[src/rtl/writeback_unit.sv]
// Writeback stage: picks ALU result, link address or extracted load data and drives the regfile port.
// Latency: non-loads 1 cycle after accept; loads 1 cycle after the rd_valid edge. Optional WB_RETIRE_CNT_EN.
// Backpressure: in_ready is low only while a load waits for memory data.
module writeback_unit #(
    parameter int XLEN   = 32,
    parameter int ILEN   = 32,
    parameter int REG_AW = 5,
    parameter int CNT_W  = 64
) (
    input  logic              clk,
    input  logic              rst,
    input  logic              in_valid,
    output logic              in_ready,
    input  logic [ILEN-1:0]   IR,
    input  logic [XLEN-1:0]   PC,
    input  logic [XLEN-1:0]   A,
    input  logic [XLEN-1:0]   RD,
    input  logic              rd_valid,
    output logic              wb_en,
    output logic [REG_AW-1:0] wb_addr,
    output logic [XLEN-1:0]   wb_data,
    output logic              wb_err,
    output logic [CNT_W-1:0]  retired
);
    localparam int OFFW = $clog2(XLEN / 8);
    localparam logic [6:0] OP_LOAD   = 7'b0000011;
    localparam logic [6:0] OP_STORE  = 7'b0100011;
    localparam logic [6:0] OP_BRANCH = 7'b1100011;
    localparam logic [6:0] OP_JAL    = 7'b1101111;
    localparam logic [6:0] OP_JALR   = 7'b1100111;

    typedef enum logic {S_IDLE, S_WAIT_MEM} state_t;

    state_t      r_state;
    logic [2:0]  r_f3;
    logic [4:0]  r_rd;
    logic [2:0]  r_a3;

    logic [6:0]      w_op;
    logic [4:0]      w_rd;
    logic            w_accept;
    logic            w_ld_done;
    logic [XLEN-1:0] w_sh;
    logic [XLEN-1:0] w_ld_data;
    logic            w_ld_bad;
    logic            w_unused;

    assign w_op      = IR[6:0];
    assign w_rd      = IR[11:7];
    assign in_ready  = (r_state == S_IDLE);
    assign w_accept  = in_valid & in_ready;
    assign w_ld_done = (r_state == S_WAIT_MEM) & rd_valid;
    assign w_sh      = RD >> {r_a3[OFFW-1:0], 3'b000};
    assign w_unused  = &{1'b0, IR[ILEN-1:15], A[XLEN-1:3]};

    // The selected lane is shifted down to bit 0 first, so every size extends from the bottom.
    always_comb begin
        w_ld_data = '0;
        w_ld_bad  = 1'b0;
        case (r_f3)
            3'd0: w_ld_data = XLEN'($signed(w_sh[7:0]));
            3'd1: begin
                w_ld_data = XLEN'($signed(w_sh[15:0]));
                w_ld_bad  = r_a3[0];
            end
            3'd2: begin
                w_ld_data = XLEN'($signed(w_sh[31:0]));
                w_ld_bad  = (r_a3[1:0] != 2'b00);
            end
            3'd3: begin
                w_ld_data = w_sh;
                w_ld_bad  = (XLEN != 64) || (r_a3 != 3'b000);
            end
            3'd4: w_ld_data = XLEN'(w_sh[7:0]);
            3'd5: begin
                w_ld_data = XLEN'(w_sh[15:0]);
                w_ld_bad  = r_a3[0];
            end
            3'd6: begin
                w_ld_data = XLEN'(w_sh[31:0]);
                w_ld_bad  = (XLEN != 64) || (r_a3[1:0] != 2'b00);
            end
            default: w_ld_bad = 1'b1;
        endcase
    end

    always_ff @(posedge clk) begin
        if (rst) begin
            r_state <= S_IDLE;
            r_f3    <= '0;
            r_rd    <= '0;
            r_a3    <= '0;
            wb_en   <= 1'b0;
            wb_err  <= 1'b0;
            wb_addr <= '0;
            wb_data <= '0;
        end else begin
            wb_en  <= 1'b0;
            wb_err <= 1'b0;
            case (r_state)
                S_IDLE: begin
                    if (w_accept) begin
                        r_f3 <= IR[14:12];
                        r_rd <= w_rd;
                        r_a3 <= A[2:0];
                        if (w_op == OP_LOAD) begin
                            r_state <= S_WAIT_MEM;
                        end else if (w_op == OP_STORE || w_op == OP_BRANCH) begin
                            wb_addr <= '0;
                            wb_data <= '0;
                        end else begin
                            wb_en   <= (w_rd != 5'd0);
                            wb_addr <= REG_AW'(w_rd);
                            wb_data <= (w_op == OP_JAL || w_op == OP_JALR) ? PC + XLEN'(4) : A;
                        end
                    end
                end
                S_WAIT_MEM: begin
                    if (rd_valid) begin
                        r_state <= S_IDLE;
                        if (w_ld_bad) begin
                            wb_err <= 1'b1;
                        end else begin
                            wb_en   <= (r_rd != 5'd0);
                            wb_addr <= REG_AW'(r_rd);
                            wb_data <= w_ld_data;
                        end
                    end
                end
                default: r_state <= S_IDLE;
            endcase
        end
    end

`ifdef WB_RETIRE_CNT_EN
    logic             w_retire;
    logic [CNT_W-1:0] r_retired;

    assign w_retire = (w_accept & (w_op != OP_LOAD)) | (w_ld_done & ~w_ld_bad);
    assign retired  = r_retired;

    always_ff @(posedge clk) begin
        if (rst) begin
            r_retired <= '0;
        end else if (w_retire) begin
            r_retired <= r_retired + CNT_W'(1);
        end
    end
`else
    assign retired = '0;
`endif

endmodule
[config.mk]
export PLATFORM = sky130hd
export DESIGN_NAME = writeback_unit
export DESIGN_NICKNAME = d
export VERILOG_FILES = /design/src/rtl/writeback_unit.sv
export SDC_FILE = /design/constraint.sdc
export NUM_CORES = 1
export LEC_CHECK = 0
export ABC_AREA = 0
export CORE_MARGIN = 1
export CORE_UTILIZATION = 40
export DETAILED_ROUTE_END_ITERATION = 16
export PLACE_DENSITY_LB_ADDON = 0.3
export SYNTH_ARGS = -nofsm -noshare
export SYNTH_HDL_FRONTEND = slang
export SYNTH_SLANG_ARGS = --single-unit
[constraint.sdc]
create_clock -name clk -period 2.5 [get_ports clk]
set_input_delay 0.625 -clock clk [delete_from_list [all_inputs] [get_ports clk]]
set_output_delay 0.625 -clock clk [all_outputs]
set_load 0.01 [all_outputs]
==> out/metrics.yaml <==
r2r_end: "wb_data[19]$_SDFFE_PP0P_"
hold_path_class: "flop to flop"
ant_nets: 0
diodes: 0
internal-power_uw: 1500
setup_viol: 0
sw_frac_of_total: 0.322
regArea_um2: 1000
wl_um: 14700
whs_endpoint: "r_rd[1]$_SDFFE_PP0P_"
dp_hpwl_um: 11800
postPlaceCellArea_um2: 6190
slew_violations: 0
required_ps: 2720
timing.final.ws_setup_ps: 99.2
yosysWarnings: 0
grt_max_degree: 37
finalHoldViolCount: 0
slew_headroom: 0.663
synth.avg_cell_area_um2: 7.27
via_per_inst: 5.33
grt_usage: 0.255
status: "complete, no violations"
fin_area_um2: 6320
syn-instance-count: 589
h-tree-depth: 2
irDropWorstVdd_v: 0.000192
core_um2: 10400
yosysTopAreaCell: "dfxtp_1"
slowest_delay_ps: 530
ys_ff_latch: 50
dieArea_um2: 11100
drtIter0Drc: 326
first_global_vias: 4501
die_width_um: 105
dp_cells: 918
ys_async_sr_fraction: 0
power_switching_uw: 714
r2r_cells: 7
total_power_uw: 2210
vias: 4947
drtPass1Iterations: 5
multi_input_area_um2: 2840
cts.root.buffer_cell: "clkbuf_8"
nNetsFinal: 924
synthFlopType: "dfxtp_1"
hold_depth: 2
grt.overflow.total: 0
r2r_slack_ps: 270
crit_arrival_ps: 2620
hold_buffers: 0
timing.rr.start: "r_a3[1]$_SDFFE_PP0P_"
stdcell_count: 928
grt_first_pass_wirelength_um: 22600
worstHoldStart: "r_rd[1]$_SDFFE_PP0P_"
endpoint_kind: "flop"
finalCritPeriodShare: 0.960
antenna_found_initial: 0
place_congestion: 0.964
crit_fanout: 15
crit_family: "compound AO/OA/AOI/OAI gates"
drcViolationCount: 0
synthToLayoutAreaGrowth_pct: 47.6
layout-drive-gt1-share: 0.145
clockBufferDepth: 2
io_pins: 236
start_util: 0.413
p_per_area_nw_per_um2: 350
path_class: "primary input to flop"
seqPwrFrac: 0.403
die_height_um: 105
path_cells: "clkdlybuf4s50_1, nand2b_1, a311o_1, a211o_1, o21ai_0, a22oi_1, a211oi_1"
p_leak_uw: 0.00254
pwr-share-comb: 0.369
synth_top_area_frac: 0.234
path_clk_slew_ps: 90
clock-sinks: 50
synth_edf_count: 0
wl_per_cell_um: 15.8
netlist_area_um2: 4280
yosys-top-cells-area: "dfxtp_1 23%, buf_4 11%, a21oi_1 6.3%"
clock_latency_ps: 310
yosysMostFrequentCell: "nor2_1"
cts_tree: "built"
period_minus_slack_ps: 2400
fp-row-count: 37
skew_ps: 6.42
fillers: 962
critPathBufInv: 1
drv_cap: 0
ys_seq_area_frac: 0.234
start_kind: "primary input"
place_worst_setup_slack_ps: -393
power_frac_clock: 0.228
ys_types: 60
fmax_mhz: 417
cts_made_buffers: 5
synthTopCellsByCount: "70 x nor2_1, 64 x buf_4, 64 x nand2_1"
port_buffers: 154
tightest_slew_ps: 505
slowest_stage: "clkdlybuf4s50_1"
-- per-layer routing --
layer	track usage	wire length [um]	vias up
met3	0.0340	1140	25
li1	-	-	2375
met1	0.341	6330	2300
met4	0.0764	317	0
met2	0.427	6880	247
met5	0	0	-
-- state kept, by name (all words and copies together), names as in the netlist --
| signal | count |
|---|---|
| wb_err | 1 |
| r_f3 | 3 |
| wb_en | 1 |
| wb_data | 32 |
| r_state | 1 |
| r_a3 | 2 |
| r_rd | 5 |
| wb_addr | 5 |
-- worst max-delay path by stage --
stage,startpoint,end,slack (ps),cells past startpoint
after floorplan,PC[2],wb_data[30]$_SDFFE_PP0P_,180,7
after global placement,PC[15],wb_data[31]$_SDFFE_PP0P_,-380,8
after detailed placement,PC[15],wb_data[31]$_SDFFE_PP0P_,-390,8
after CTS,PC[9],wb_data[23]$_SDFFE_PP0P_,100,8
after global routing,PC[23],wb_data[27]$_SDFFE_PP0P_,-8,8
final,RD[23],wb_data[19]$_SDFFE_PP0P_,100,7
-- worst register-to-register path, stage by stage (launching register included) --
cell and delay (ps):
dfxtp_1 490, buf_4 240, mux2_2 360, nor2_1 90
a211o_1 360, o21ai_0 210, a22oi_1 240, a211oi_1 110
-- timing repair --
item	in CTS	in global routing
gates cloned	0	0
buffers inserted	2	0
pin swaps	11	1
resized for setup	20	4
setup endpoints to repair	4	7
-- stage by stage --
| step | hold WS (ps) | setup TNS [ps] | util |
|---|---|---|---|
| global route | 501 | -7.78 | 0.610 |
| floorplan | 444 | 0 | - |
| detailed placement | 461 | -5880 | 0.597 |
| finish | 480 | 0 | 0.610 |
| global placement | 456 | -4120 | 0.597 |
| CTS | 474 | 0 | 0.608 |
-- power groups by stage --
| stage | Clock (uW) | Sequential (uW) | Combinational (uW) |
|---|---|---|---|
| 2_1_floorplan | 0 | 918 | 419 |
| 3_3_place_gp | 0 | 908 | 799 |
| 3_5_place_dp | 0 | 910 | 809 |
| 4_1_cts | 508 | 892 | 809 |
| 5_1_grt | 539 | 899 | 882 |
| 6_report | 504 | 892 | 817 |
-- cell type report --
type | count | area share
Multi-Input combinational cell | 493 | 0.449
Clock inverter | 1 | 0.000792
Timing Repair Buffer | 235 | 0.348
Clock buffer | 7 | 0.0137
Inverter | 6 | 0.00356
Tap cell | 136 | 0.0269
Sequential cell | 50 | 0.158
-- layout by cell type (no fill, tap or decap), types with 3 or more instances in the layout --
cell,netlist,routed
clkbuf_8,7,6
o31a_1,4,4
nand2b_1,3,3
nand2_1,64,64
o21ai_0,35,35
or4_1,3,3
dfxtp_1,50,50
a31oi_1,4,4
clkdlybuf4s50_1,0,138
o2bb2ai_1,3,3
a211oi_1,32,30
nand4_1,7,7
nor3_1,27,27
mux2i_1,15,15
inv_1,6,6
and3_1,3,3
xnor2_1,10,10
nor2b_1,11,11
a21oi_1,54,54
nor4_1,5,3
a221oi_1,10,10
buf_4,64,75
conb_1,1,64
nor2_1,70,69
xor2_1,14,14
nand3_1,13,13
a21o_1,3,3
a211oi_2,1,3
dlygate4sd2_1,0,15
buf_12,0,6
-- logic make-up after synthesis --
group	count (synthesis)	share of synthesized area
XOR/XNOR	24	0.0491
adder cells (fa/ha/maj)	1	0.00292
multiplexers	20	0.0534
buffers and inverters	109	0.169
flip-flops	50	0.234
AND/OR/NAND/NOR	223	0.252
AO/OA/AOI/OAI	161	0.238
other	1	0.000875
Power figures use the tool's default switching activity.
